==> src/rtl/sdram_arbiter_if.sv <==
// Bus bundle between the SDRAM arbiter, its two clients and the SDRAM controller.
// The master modport is the arbiter's view; the slave modport is everything around it.
interface sdram_arbiter_if #(
    parameter int ADDR_W = 22,
    parameter int DATA_W = 32
);
    logic              i_Disp_Req;
    logic              o_Disp_Grant;
    logic [1:0]        i_Disp_Command;
    logic [ADDR_W-1:0] i_Disp_Address;
    logic [DATA_W-1:0] i_Disp_Data_Write;
    logic              o_Disp_Read_Valid;
    logic              o_Disp_Write_Done;

    logic              o_Comp_Requested;
    logic              i_Comp_Yield;
    logic [1:0]        i_Comp_Command;
    logic [ADDR_W-1:0] i_Comp_Address;
    logic [DATA_W-1:0] i_Comp_Data_Write;
    logic              o_Comp_Read_Valid;
    logic              o_Comp_Write_Done;

    logic [1:0]        o_Command;
    logic [ADDR_W-1:0] o_Data_Address;
    logic [DATA_W-1:0] o_Data_Write;
    logic              i_Data_Read_Valid;
    logic              i_Data_Write_Done;

    logic              o_Yield_Timeout;

    modport master (
        input  i_Disp_Req, i_Disp_Command, i_Disp_Address, i_Disp_Data_Write,
        output o_Disp_Grant, o_Disp_Read_Valid, o_Disp_Write_Done,
        input  i_Comp_Yield, i_Comp_Command, i_Comp_Address, i_Comp_Data_Write,
        output o_Comp_Requested, o_Comp_Read_Valid, o_Comp_Write_Done,
        output o_Command, o_Data_Address, o_Data_Write,
        input  i_Data_Read_Valid, i_Data_Write_Done,
        output o_Yield_Timeout
    );

    modport slave (
        output i_Disp_Req, i_Disp_Command, i_Disp_Address, i_Disp_Data_Write,
        input  o_Disp_Grant, o_Disp_Read_Valid, o_Disp_Write_Done,
        output i_Comp_Yield, i_Comp_Command, i_Comp_Address, i_Comp_Data_Write,
        input  o_Comp_Requested, o_Comp_Read_Valid, o_Comp_Write_Done,
        input  o_Command, o_Data_Address, o_Data_Write,
        output i_Data_Read_Valid, i_Data_Write_Done,
        input  o_Yield_Timeout
    );
endinterface

==> src/rtl/sdram_arbiter.sv <==
// Shares the SDRAM controller port between the display reader (priority) and the
// compute engine (default owner) using the request/yield handshake.
module sdram_arbiter #(
    parameter int ADDR_W        = 22,
    parameter int DATA_W        = 32,
    parameter int YIELD_TIMEOUT = 1024,
    parameter int TO_W          = 11
) (
    input  logic           i_Clk,
    input  logic           i_Reset,
    sdram_arbiter_if.master bus
);
    localparam logic [1:0]      CMD_IDLE = 2'd0;
    localparam logic [TO_W-1:0] TO_LIMIT = TO_W'(YIELD_TIMEOUT);

    typedef enum logic [2:0] {
        COMP_OWN,
        WAIT_YIELD,
        HAND_TO_DISP,
        DISP_OWN,
        HAND_TO_COMP
    } state_t;

    state_t          state_q;
    state_t          state_d;
    logic [TO_W-1:0] wait_count_q;
    logic [TO_W-1:0] wait_count_d;
    logic            timeout_q;

    always_ff @(posedge i_Clk) begin
        if (i_Reset) begin
            state_q      <= COMP_OWN;
            wait_count_q <= '0;
            timeout_q    <= 1'b0;
        end else begin
            state_q      <= state_d;
            wait_count_q <= wait_count_d;
            if (wait_count_d == TO_LIMIT) begin
                timeout_q <= 1'b1;
            end
        end
    end

    always_comb begin
        state_d = state_q;
        case (state_q)
            COMP_OWN: begin
                if (bus.i_Disp_Req) begin
                    state_d = WAIT_YIELD;
                end
            end
            WAIT_YIELD: begin
                // A withdrawn request wins over a yield arriving in the same cycle.
                if (!bus.i_Disp_Req) begin
                    state_d = COMP_OWN;
                end else if (bus.i_Comp_Yield) begin
                    state_d = HAND_TO_DISP;
                end
            end
            HAND_TO_DISP: state_d = DISP_OWN;
            DISP_OWN: begin
                if (!bus.i_Disp_Req && bus.i_Disp_Command == CMD_IDLE) begin
                    state_d = HAND_TO_COMP;
                end
            end
            HAND_TO_COMP: state_d = COMP_OWN;
            default:      state_d = COMP_OWN;
        endcase
    end

    // Counts only while the wait continues; any exit from WAIT_YIELD clears it.
    always_comb begin
        wait_count_d = '0;
        if (state_q == WAIT_YIELD && state_d == WAIT_YIELD) begin
            wait_count_d = (wait_count_q == TO_LIMIT) ? wait_count_q
                                                      : wait_count_q + 1'b1;
        end
    end

    always_comb begin
        bus.o_Comp_Requested  = 1'b1;
        bus.o_Disp_Grant      = 1'b0;
        bus.o_Command         = CMD_IDLE;
        bus.o_Data_Address    = {ADDR_W{1'b0}};
        bus.o_Data_Write      = {DATA_W{1'b0}};
        bus.o_Disp_Read_Valid = 1'b0;
        bus.o_Disp_Write_Done = 1'b0;
        bus.o_Comp_Read_Valid = 1'b0;
        bus.o_Comp_Write_Done = 1'b0;
        case (state_q)
            COMP_OWN, WAIT_YIELD: begin
                bus.o_Comp_Requested  = (state_q == WAIT_YIELD);
                bus.o_Command         = bus.i_Comp_Command;
                bus.o_Data_Address    = bus.i_Comp_Address;
                bus.o_Data_Write      = bus.i_Comp_Data_Write;
                bus.o_Comp_Read_Valid = bus.i_Data_Read_Valid;
                bus.o_Comp_Write_Done = bus.i_Data_Write_Done;
            end
            DISP_OWN: begin
                bus.o_Disp_Grant      = 1'b1;
                bus.o_Command         = bus.i_Disp_Command;
                bus.o_Data_Address    = bus.i_Disp_Address;
                bus.o_Data_Write      = bus.i_Disp_Data_Write;
                bus.o_Disp_Read_Valid = bus.i_Data_Read_Valid;
                bus.o_Disp_Write_Done = bus.i_Data_Write_Done;
            end
            default: begin
                bus.o_Comp_Requested = 1'b1;
            end
        endcase
    end

    assign bus.o_Yield_Timeout = timeout_q;

endmodule

==> src/flat_wrapper.sv <==
// flat-port wrapper written by rule: the top's interface ports become plain ports
module sdram_arbiter_flat 
#(
    parameter int ADDR_W        = 22,
    parameter int DATA_W        = 32,
    parameter int YIELD_TIMEOUT = 1024,
    parameter int TO_W          = 11
)
  (i_Clk, i_Reset, bus_i_Disp_Req, bus_i_Disp_Command, bus_i_Disp_Address, bus_i_Disp_Data_Write, bus_o_Disp_Grant, bus_o_Disp_Read_Valid, bus_o_Disp_Write_Done, bus_i_Comp_Yield, bus_i_Comp_Command, bus_i_Comp_Address, bus_i_Comp_Data_Write, bus_o_Comp_Requested, bus_o_Comp_Read_Valid, bus_o_Comp_Write_Done, bus_o_Command, bus_o_Data_Address, bus_o_Data_Write, bus_i_Data_Read_Valid, bus_i_Data_Write_Done, bus_o_Yield_Timeout);
  sdram_arbiter_if #(.ADDR_W(ADDR_W), .DATA_W(DATA_W)) bus_i ();
  input  logic i_Clk;
  input  logic i_Reset;
  input wire logic [$bits(bus_i.i_Disp_Req)-1:0] bus_i_Disp_Req;
  input wire logic [$bits(bus_i.i_Disp_Command)-1:0] bus_i_Disp_Command;
  input wire logic [$bits(bus_i.i_Disp_Address)-1:0] bus_i_Disp_Address;
  input wire logic [$bits(bus_i.i_Disp_Data_Write)-1:0] bus_i_Disp_Data_Write;
  output wire logic [$bits(bus_i.o_Disp_Grant)-1:0] bus_o_Disp_Grant;
  output wire logic [$bits(bus_i.o_Disp_Read_Valid)-1:0] bus_o_Disp_Read_Valid;
  output wire logic [$bits(bus_i.o_Disp_Write_Done)-1:0] bus_o_Disp_Write_Done;
  input wire logic [$bits(bus_i.i_Comp_Yield)-1:0] bus_i_Comp_Yield;
  input wire logic [$bits(bus_i.i_Comp_Command)-1:0] bus_i_Comp_Command;
  input wire logic [$bits(bus_i.i_Comp_Address)-1:0] bus_i_Comp_Address;
  input wire logic [$bits(bus_i.i_Comp_Data_Write)-1:0] bus_i_Comp_Data_Write;
  output wire logic [$bits(bus_i.o_Comp_Requested)-1:0] bus_o_Comp_Requested;
  output wire logic [$bits(bus_i.o_Comp_Read_Valid)-1:0] bus_o_Comp_Read_Valid;
  output wire logic [$bits(bus_i.o_Comp_Write_Done)-1:0] bus_o_Comp_Write_Done;
  output wire logic [$bits(bus_i.o_Command)-1:0] bus_o_Command;
  output wire logic [$bits(bus_i.o_Data_Address)-1:0] bus_o_Data_Address;
  output wire logic [$bits(bus_i.o_Data_Write)-1:0] bus_o_Data_Write;
  input wire logic [$bits(bus_i.i_Data_Read_Valid)-1:0] bus_i_Data_Read_Valid;
  input wire logic [$bits(bus_i.i_Data_Write_Done)-1:0] bus_i_Data_Write_Done;
  output wire logic [$bits(bus_i.o_Yield_Timeout)-1:0] bus_o_Yield_Timeout;
  assign bus_i.i_Disp_Req = bus_i_Disp_Req;
  assign bus_i.i_Disp_Command = bus_i_Disp_Command;
  assign bus_i.i_Disp_Address = bus_i_Disp_Address;
  assign bus_i.i_Disp_Data_Write = bus_i_Disp_Data_Write;
  assign bus_o_Disp_Grant = bus_i.o_Disp_Grant;
  assign bus_o_Disp_Read_Valid = bus_i.o_Disp_Read_Valid;
  assign bus_o_Disp_Write_Done = bus_i.o_Disp_Write_Done;
  assign bus_i.i_Comp_Yield = bus_i_Comp_Yield;
  assign bus_i.i_Comp_Command = bus_i_Comp_Command;
  assign bus_i.i_Comp_Address = bus_i_Comp_Address;
  assign bus_i.i_Comp_Data_Write = bus_i_Comp_Data_Write;
  assign bus_o_Comp_Requested = bus_i.o_Comp_Requested;
  assign bus_o_Comp_Read_Valid = bus_i.o_Comp_Read_Valid;
  assign bus_o_Comp_Write_Done = bus_i.o_Comp_Write_Done;
  assign bus_o_Command = bus_i.o_Command;
  assign bus_o_Data_Address = bus_i.o_Data_Address;
  assign bus_o_Data_Write = bus_i.o_Data_Write;
  assign bus_i.i_Data_Read_Valid = bus_i_Data_Read_Valid;
  assign bus_i.i_Data_Write_Done = bus_i_Data_Write_Done;
  assign bus_o_Yield_Timeout = bus_i.o_Yield_Timeout;
  sdram_arbiter #(.ADDR_W(ADDR_W), .DATA_W(DATA_W), .YIELD_TIMEOUT(YIELD_TIMEOUT), .TO_W(TO_W)) u_core (.i_Clk(i_Clk), .i_Reset(i_Reset), .bus(bus_i));
endmodule
==> config.mk <==
export PLATFORM = sky130hd
export DESIGN_NAME = sdram_arbiter_flat
export DESIGN_NICKNAME = d
export VERILOG_FILES = /design/src/rtl/sdram_arbiter_if.sv /design/src/rtl/sdram_arbiter.sv /design/src/flat_wrapper.sv
export SDC_FILE = /design/constraint.sdc
export NUM_CORES = 1
export LEC_CHECK = 0
export CORE_UTILIZATION = 28
export CTS_CLUSTER_SIZE = 14
export DETAILED_ROUTE_END_ITERATION = 8
export HOLD_SLACK_MARGIN = 0.08
export PLACE_DENSITY = 0.88
export SETUP_SLACK_MARGIN = 0.1
export SLEW_MARGIN = 10
export SYNTH_ARGS = -nofsm -noshare
export SYNTH_HDL_FRONTEND = slang
export SYNTH_SLANG_ARGS = --single-unit
==> constraint.sdc <==
create_clock -name i_Clk -period 5.4 [get_ports i_Clk]
set_input_delay 1.08 -clock i_Clk [delete_from_list [all_inputs] [get_ports i_Clk]]
set_output_delay 1.08 -clock i_Clk [all_outputs]
set_load 0.02 [all_outputs]
==> flow_summary.json, run 1 <==
{
  "layout-drive-gt1-share": 0.0500,
  "grt_pass1_wl_um": 10300,
  "intPower_uw": 310,
  "synth_ff_type": "dfxtp_1",
  "timing_hold_violations_final": 0,
  "routed_via_density": 5.15,
  "hold_buffers": 0,
  "postRouteAntennaNets": 0,
  "syn-num-nets": 288,
  "maxSlewHeadroom": 0.358,
  "pwr-share-clk": 0.207,
  "die_h_um": 72.7,
  "finalInstanceArea_sq_um": 3300,
  "synthArstFlopShare": 0,
  "ys_types": 41,
  "p_seq_frac": 0.256,
  "vdd_drop_max_mv": 0.0596,
  "path_cells": "nand2_1 -> nor2_4 -> buf_4 -> a22o_1 -> clkdlybuf4s50_1",
  "path_class": "reg -> out",
  "numCtsBuffers": 3,
  "clk_pin_slew_ns": 0.06,
  "port_buffers": 180,
  "fin_skew_ns": 0.00232,
  "layout.nets": 461,
  "htreeDepth": 1,
  "cts_sinks": 15,
  "utilization": 0.694,
  "grt_pass1_vias": 1980,
  "finalCriticalPeriod_ns": 3.80,
  "start_util": 0.295,
  "p_sw_uw": 131,
  "die_x_um": 72.7,
  "leakagePower_nw": 1.33,
  "final.period_utilization": 0.704,
  "avgSynthCellArea_sq_um": 8.34,
  "rsz0062_at_grt": "false",
  "slowest_delay_ns": 0.75,
  "drv_slew": 0,
  "final_cell_mix": "clkdlybuf4s50_1 (180), a22o_1 (56), dfxtp_1 (15)",
  "diodes": 0,
  "core-area_sq_um": 4750,
  "tns_ns": 0,
  "synth_edf_count": 0,
  "dp.cells": 403,
  "setup_viol": 0,
  "cts_root_buffer": "clkbuf_8",
  "routed_wirelength_um": 7040,
  "drc": 0,
  "worst_setup_path_end_kind": "output pin",
  "hold_class": "reg -> reg",
  "cp.required_ns": 4.32,
  "antenna_found_initial": 0,
  "switching_share": 0.296,
  "crit_arrival_ns": 2.72,
  "area_growth_pct": 135,
  "yosysWarnings": 0,
  "rows": 25,
  "cts_tree": "done",
  "first_pass_iters": 4,
  "syn_inst": 168,
  "fin_cells": 407,
  "fmax_mhz": 263,
  "wl_per_cell_um": 17.3,
  "clock_path_buffers": 2,
  "worstMarginPinSlew_ns": 0.961,
  "comb_power_share": 0.537,
  "post_cts_buffers": 0,
  "place_hpwl_um": 6040,
  "insertion_delay_ns": 0.25,
  "maxCapViolations": 0,
  "ys_ff_latch": 15,
  "post-place-ws_ns": 1.89,
  "critPathMaxFanout": 44,
  "crit_path_top_delay_cell": "nor2_4",
  "io_pins": 181,
  "path_buf_inv": 2,
  "total_power_uw": 441,
  "grt_max_degree": 45,
  "mostFrequentLayoutCell": "clkdlybuf4s50_1",
  "grt_usage": 0.262,
  "holdWs_ns": 0.522,
  "dieArea_sq_um": 5290,
  "fin_ws_ns": 1.60,
  "gr-total-overflow": 0,
  "post_cts_resized": 0,
  "first_iter_violations": 172,
  "num_vias": 2097,
  "syn_area_sq_um": 1400,
  "critical_path.top_delay_family": "buffers and inverters",
  "cp-start-kind": "flip-flop",
  "status": "finished clean",
  "place.gp.congestion": 0.854,
  "powerDensity_nw_per_um2": 134,
  "placed_area_sq_um": 3250,
  "ys_seq_area_frac": 0.214
}
## worst reg2reg max path, stage by stage, from the launching register on
cell and delay, ns:
dfxtp_1 0.41, nor2_4 0.58, or4b_1 0.70, a21oi_2 0.19
nor2b_1 0.07, a211oi_2 0.17
## power groups by stage
| stage | logic [mW] | registers [mW] | clock network (mW) |
|---|---|---|---|
| after floorplan | 0.0802 | 0.115 | 0 |
| after detailed placement | 0.237 | 0.115 | 0 |
| after global placement | 0.234 | 0.115 | 0 |
| after CTS | 0.237 | 0.113 | 0.0924 |
| after global routing | 0.248 | 0.113 | 0.0978 |
| final | 0.237 | 0.113 | 0.0911 |
## cell families (layout without fill, tap and decap cells)
logic type	after synthesis	in the layout	share of synthesized area
muxes	1	1	0.00804
DFF	15	15	0.214
and+or+nand+nor	56	56	0.229
adders and majority gates	2	2	0.0179
AOI/OAI and AO/OA	69	69	0.432
xor gates and xnor gates	7	7	0.0438
buffers and inverters	18	190	0.0545
## final cells by class
| cell class | instances | area [sq um] |
|---|---|---|
| Sequential cell | 15 | 300 |
| Timing Repair Buffer | 182 | 1820 |
| Fill cell | 413 | 1460 |
| Tap cell | 67 | 83.8 |
| Inverter | 4 | 15.0 |
| Clock buffer | 3 | 41.3 |
| Multi-Input combinational cell | 135 | 1040 |
| Clock inverter | 1 | 5.00 |
## worst paths after layout
check                           depth (start not counted)  slack [ns]                                 endpoint                                from
worst min register to register                          2        0.52       u_core.wait_count_q[10]$_SDFF_PP0_  u_core.wait_count_q[10]$_SDFF_PP0_
worst min-delay path                                    2        0.52       u_core.wait_count_q[10]$_SDFF_PP0_  u_core.wait_count_q[10]$_SDFF_PP0_
worst max register to register                          5        3.20  u_core.bus.o_Yield_Timeout$_SDFFE_PP0N_        u_core.state_q[2]$_SDFF_PP0_
worst max-delay path                                    5        1.60                   bus_o_Data_Address[19]        u_core.state_q[1]$_SDFF_PP0_
## routing by layer
layer / share of wire / vias to the layer above / track usage / wire, um
met1: 0.40 / 976 / 0.321 / 2800
li1: - / 1006 / - / -
met3: 0.099 / 11 / 0.0843 / 698
met5: 0 / - / 0 / 0
met2: 0.49 / 104 / 0.450 / 3460
met4: 0.012 / 0 / 0.0501 / 81
## sequential cells by signal (all words and copies together) (netlist names)
| register | count |
|---|---|
| u_core.wait_count_q | 11 |
| u_core.state_q | 3 |
| u_core.bus.o_Yield_Timeout | 1 |
## cell usage after synthesis (2+ instances only)
cell / number / area share
a22o_1: 56 / 0.35
dfxtp_1: 15 / 0.21
nor2_1: 14 / 0.037
clkbuf_1: 11 / 0.029
nand2_1: 11 / 0.029
and2_1: 5 / 0.022
xor2_1: 5 / 0.031
inv_1: 4 / 0.011
nand3_1: 4 / 0.014
nand4_1: 3 / 0.013
a211oi_1: 2 / 0.011
ha_1: 2 / 0.018
nand2b_1: 2 / 0.0089
nand4_2: 2 / 0.018
nor3_1: 2 / 0.0071
o2111ai_2: 2 / 0.021
or4_1: 2 / 0.011
or4b_1: 2 / 0.014
xnor2_1: 2 / 0.013
(Power assumes the default switching activity.)
==> inputs of run 2 (changes only) <==
--- a/config.mk
+++ b/config.mk
@@ -5,11 +5,11 @@
 export SDC_FILE = /design/constraint.sdc
 export NUM_CORES = 1
 export LEC_CHECK = 0
-export CORE_UTILIZATION = 28
+export CORE_UTILIZATION = 23
 export CTS_CLUSTER_SIZE = 14
 export DETAILED_ROUTE_END_ITERATION = 8
 export HOLD_SLACK_MARGIN = 0.08
-export PLACE_DENSITY = 0.88
+export PLACE_DENSITY = 0.77
 export SETUP_SLACK_MARGIN = 0.1
 export SLEW_MARGIN = 10
 export SYNTH_ARGS = -nofsm -noshare
==> constraint.sdc (replaced) <==
create_clock -name i_Clk -period 3.25 [get_ports i_Clk]
set_input_delay 0.65 -clock i_Clk [delete_from_list [all_inputs] [get_ports i_Clk]]
set_output_delay 0.65 -clock i_Clk [all_outputs]
set_load 0.02 [all_outputs]
==> flow_summary.json, run 2 (synthesized netlist as in run 1, its figures left out) <==
{
  "status": "finished clean",
  "first_pass_iters": 4,
  "grt_pass1_wl_um": 9460,
  "postRouteAntennaNets": 0,
  "post-place-ws_ns": 0.627,
  "htreeDepth": 1,
  "tns_ns": 0,
  "die_h_um": 80.1,
  "path_cells": "nor2_4 -> buf_12 -> a22o_1 -> clkdlybuf4s50_1",
  "rows": 28,
  "insertion_delay_ns": 0.24,
  "numCtsBuffers": 3,
  "critical_path.top_delay_family": "buffers and inverters",
  "grt_usage": 0.191,
  "post_cts_buffers": 0,
  "cp-start-kind": "flip-flop",
  "path_buf_inv": 2,
  "gr-total-overflow": 0,
  "place_hpwl_um": 5450,
  "powerDensity_nw_per_um2": 218,
  "fin_cells": 415,
  "holdWs_ns": 0.549,
  "setup_viol": 0,
  "path_class": "reg -> out",
  "rsz0062_at_grt": "false",
  "hold_buffers": 0,
  "cp.required_ns": 2.60,
  "cts_tree": "done",
  "p_seq_frac": 0.259,
  "grt_pass1_vias": 1920,
  "crit_path_top_delay_cell": "clkdlybuf4s50_1",
  "start_util": 0.238,
  "first_iter_violations": 64,
  "mostFrequentLayoutCell": "clkdlybuf4s50_1",
  "cts_sinks": 15,
  "clk_pin_slew_ns": 0.06,
  "vdd_drop_max_mv": 0.163,
  "largest_reg_flops": 11,
  "timing_hold_violations_final": 0,
  "layout.nets": 461,
  "p_sw_uw": 208,
  "port_buffers": 180,
  "maxSlewHeadroom": 0.727,
  "area_growth_pct": 138,
  "maxCapViolations": 0,
  "worstMarginPinSlew_ns": 0.406,
  "io_pins": 181,
  "comb_power_share": 0.536,
  "fmax_mhz": 361,
  "worst_setup_path_end_kind": "output pin",
  "largest_register": "u_core.wait_count_q",
  "final.period_utilization": 0.851,
  "drv_slew": 0,
  "dieArea_sq_um": 6410,
  "num_vias": 2029,
  "crit_arrival_ns": 2.12,
  "dp.cells": 411,
  "drc": 0,
  "layout-drive-gt1-share": 0.0471,
  "slowest_delay_ns": 0.64,
  "antenna_found_initial": 0,
  "post_cts_resized": 0,
  "place.gp.congestion": 0.815,
  "hold_class": "reg -> reg",
  "diodes": 0,
  "grt_max_degree": 61,
  "routed_wirelength_um": 6370,
  "cts_root_buffer": "clkbuf_8",
  "critPathMaxFanout": 47,
  "fin_skew_ns": 0.000632,
  "die_x_um": 80.1,
  "leakagePower_nw": 1.34,
  "final_cell_mix": "clkdlybuf4s50_1 (180), a22o_1 (56), dfxtp_1 (15)",
  "finalCriticalPeriod_ns": 2.77,
  "switching_share": 0.286,
  "clock_path_buffers": 2,
  "intPower_uw": 519,
  "wl_per_cell_um": 15.4,
  "utilization": 0.566,
  "routed_via_density": 4.89,
  "core-area_sq_um": 5890,
  "fin_ws_ns": 0.483,
  "pwr-share-clk": 0.206
}
==> run 2: cell count changes in the layout (fill, tap and decap cells not counted), sizes merged <==
cell | before | now
clkbuf | 3 | 4
clkinv | 1 | 0
==> run 2: metrics by stage <==
step / instance area (sq um) / total power, mW
detailed placement: 3290 / 0.584
floorplan: 1400 / 0.324
global route: 3330 / 0.761
CTS: 3330 / 0.732
finish: 3330 / 0.726
global placement: 3290 / 0.580
==> run 2: worst register-to-register path: cells and delay by family (launching register included) <==
family	cells	cell delay [ns]
simple gates	3	1.09
compound gates	2	0.39
flops	1	0.39
==> run 2: path summary, 6_finish.rpt <==
| path | cells after the start | start | to | slack (ns) |
|---|---|---|---|---|
| worst max-delay path | 4 | u_core.state_q[2]$_SDFF_PP0_ | bus_o_Data_Address[10] | 0.48 |
| worst min-delay path | 2 | u_core.wait_count_q[10]$_SDFF_PP0_ | u_core.wait_count_q[10]$_SDFF_PP0_ | 0.55 |
| worst max register to register | 5 | u_core.state_q[2]$_SDFF_PP0_ | u_core.bus.o_Yield_Timeout$_SDFFE_PP0N_ | 1.30 |
| worst min register to register | 2 | u_core.wait_count_q[10]$_SDFF_PP0_ | u_core.wait_count_q[10]$_SDFF_PP0_ | 0.55 |
==> run 2: power by group through the flow <==
stage,sequential [mW],clock [mW],combinational [mW]
6_report,0.188,0.149,0.389
5_1_grt,0.188,0.164,0.409
4_1_cts,0.188,0.152,0.392
3_5_place_dp,0.192,0,0.392
3_3_place_gp,0.192,0,0.388
2_1_floorplan,0.191,0,0.133
==> run 2: cell type report <==
type | instances | area [sq um]
Clock buffer | 4 | 45.0
Multi-Input combinational cell | 135 | 1040
Fill cell | 548 | 2550
Timing Repair Buffer | 182 | 1840
Tap cell | 75 | 93.8
Sequential cell | 15 | 300
Inverter | 4 | 15.0
==> run 2: layer usage <==
| metal | up-vias | global-route usage | share of wire |
|---|---|---|---|
| met2 | 93 | 0.352 | 0.52 |
| met5 | - | 0 | 0 |
| li1 | 1011 | - | - |
| met1 | 910 | 0.215 | 0.39 |
| met4 | 0 | 0.0589 | 0.024 |
| met3 | 15 | 0.0455 | 0.075 |
==> inputs of run 3 (changes only) <==
--- a/config.mk
+++ b/config.mk
@@ -5,6 +5,7 @@
 export SDC_FILE = /design/constraint.sdc
 export NUM_CORES = 1
 export LEC_CHECK = 0
+export CORE_MARGIN = 1.5
 export CORE_UTILIZATION = 23
 export CTS_CLUSTER_SIZE = 14
 export DETAILED_ROUTE_END_ITERATION = 8
==> flow_summary.json, run 3 (synthesized netlist as in run 1, its figures left out) <==
{
  "fmax_mhz": 345,
  "drc": 0,
  "layout.nets": 462,
  "num_vias": 2057,
  "post_cts_buffers": 0,
  "wl_per_cell_um": 16.3,
  "r2r_cells": 6,
  "comb_power_share": 0.536,
  "core-area_sq_um": 5890,
  "r2r-start": "u_core.state_q[2]$_SDFF_PP0_",
  "place_hpwl_um": 5770,
  "hp-start": "u_core.wait_count_q[10]$_SDFF_PP0_",
  "powerDensity_nw_per_um2": 219,
  "placed_area_sq_um": 3280,
  "post-place-ws_ns": 0.634,
  "die_x_um": 81.1,
  "hold_class": "reg -> reg",
  "grt_pass1_vias": 1883,
  "finalCriticalPeriod_ns": 2.90,
  "slowest_delay_ns": 0.60,
  "grt_usage": 0.196,
  "final_cell_mix": "clkdlybuf4s50_1 (180), a22o_1 (56), dfxtp_1 (15)",
  "numCtsBuffers": 3,
  "reg2reg_to": "u_core.bus.o_Yield_Timeout$_SDFFE_PP0N_",
  "largest_reg_flops": 11,
  "leakagePower_nw": 1.34,
  "fillers": 531,
  "routed_via_density": 4.94,
  "hold_path_depth": 2,
  "gr-total-overflow": 0,
  "grt_pass1_wl_um": 9710,
  "start_util": 0.238,
  "first_pass_iters": 4,
  "area_growth_pct": 137,
  "reg2reg_slack_ns": 1.30,
  "rows": 28,
  "routed_wirelength_um": 6770,
  "largest_register": "u_core.wait_count_q",
  "port_buffers": 180,
  "timing_hold_violations_final": 0,
  "maxCapViolations": 0,
  "io_pins": 181,
  "dieArea_sq_um": 6570,
  "fin_ws_ns": 0.354,
  "hold_buffers": 0,
  "p_sw_uw": 212,
  "post_cts_resized": 0,
  "setup_viol": 0,
  "htreeDepth": 1,
  "cts_sinks": 15,
  "p_seq_frac": 0.257,
  "place.gp.congestion": 0.851,
  "first_iter_violations": 56,
  "total_power_uw": 730,
  "clock_path_buffers": 2,
  "worstMarginPinSlew_ns": 0.406,
  "critPathMaxFanout": 47,
  "postRouteAntennaNets": 0,
  "maxSlewHeadroom": 0.729,
  "mostFrequentLayoutCell": "clkdlybuf4s50_1",
  "antenna_found_initial": 0,
  "holdPathEnd": "u_core.wait_count_q[10]$_SDFF_PP0_",
  "grt_max_degree": 48,
  "diodes": 0,
  "switching_share": 0.290,
  "final.period_utilization": 0.891,
  "rsz0062_at_grt": "false",
  "drv_slew": 0,
  "cp-start-kind": "flip-flop",
  "finalInstanceArea_sq_um": 3330,
  "vdd_drop_max_mv": 0.187,
  "layout-drive-gt1-share": 0.0499,
  "die_h_um": 81.1,
  "cp.required_ns": 2.60,
  "crit_path_top_delay_cell": "clkdlybuf4s50_1",
  "path_class": "reg -> out",
  "fin_skew_ns": 0.00210,
  "pwr-share-clk": 0.207,
  "insertion_delay_ns": 0.25,
  "cts_tree": "done",
  "intPower_uw": 519,
  "cts_root_buffer": "clkbuf_8",
  "path_cells": "nand2_1 -> nor2_4 -> buf_12 -> a22o_1 -> clkdlybuf4s50_1",
  "status": "finished clean",
  "crit_arrival_ns": 2.25,
  "clk_pin_slew_ns": 0.06,
  "tns_ns": 0,
  "worst_setup_path_end_kind": "output pin"
}
## run 3: cell count changes in the layout (fill, tap and decap cells not counted), sizes merged
cell | before | now
buf | 2 | 3
## run 3: worst max-delay path by stage
stage / to / slack (ns) / startpoint / cells after the start
finish: bus_o_Data_Address[13] / 0.35 / u_core.state_q[1]$_SDFF_PP0_ / 5
global route: bus_o_Data_Write[13] / 0.24 / u_core.state_q[1]$_SDFF_PP0_ / 5
CTS: bus_o_Data_Write[13] / 0.36 / u_core.state_q[1]$_SDFF_PP0_ / 5
detailed placement: bus_o_Data_Write[13] / 0.63 / u_core.state_q[1]$_SDFF_PP0_ / 5
global placement: bus_o_Command[1] / 0.65 / bus_i_Disp_Command[1] / 3
floorplan: bus_o_Command[0] / 1.21 / u_core.state_q[1]$_SDFF_PP0_ / 4
## run 3: cell type report
class | count | area, sq um | area share
repair buffers | 183 | 1840 | 0.552
multi-input cells | 135 | 1040 | 0.312
well taps | 75 | 93.8 | 0.0282
flip-flops and latches | 15 | 300 | 0.0902
inverters | 4 | 15.0 | 0.00451
clock buffers | 4 | 45.0 | 0.0135
## run 3: worst max-delay path: cells and delay by family (launching register included)
family / cells / cell delay [ns]
AOI/OAI and AO/OA: 1 / 0.19
and+or+nand+nor: 2 / 0.45
buffers and inverters: 2 / 0.86
DFF: 1 / 0.46
## run 3: per-stage QoR
stage / utilization / hold slack [ns] / instances
final: 0.565 / 0.529 / 416
after global placement: 0.558 / 0.508 / 412
after floorplan: - / 0.483 / 168
after CTS: 0.565 / 0.525 / 416
after detailed placement: 0.558 / 0.513 / 412
after global routing: 0.565 / 0.560 / 416
## run 3: per-layer routing
layer / track usage / vias to the layer above / share of wire
li1: - / 1014 / -
met1: 0.227 / 955 / 0.41
met2: 0.346 / 77 / 0.51
met3: 0.0607 / 11 / 0.070
met4: 0.0517 / 0 / 0.014
met5: 0 / - / 0
## run 3: power groups by stage
| stage | logic (mW) | registers (mW) | clock network, mW |
|---|---|---|---|
| 2_1_floorplan | 0.133 | 0.191 | 0 |
| 3_3_place_gp | 0.391 | 0.192 | 0 |
| 3_5_place_dp | 0.392 | 0.192 | 0 |
| 4_1_cts | 0.393 | 0.188 | 0.154 |
| 5_1_grt | 0.409 | 0.188 | 0.162 |
| 6_report | 0.391 | 0.188 | 0.151 |
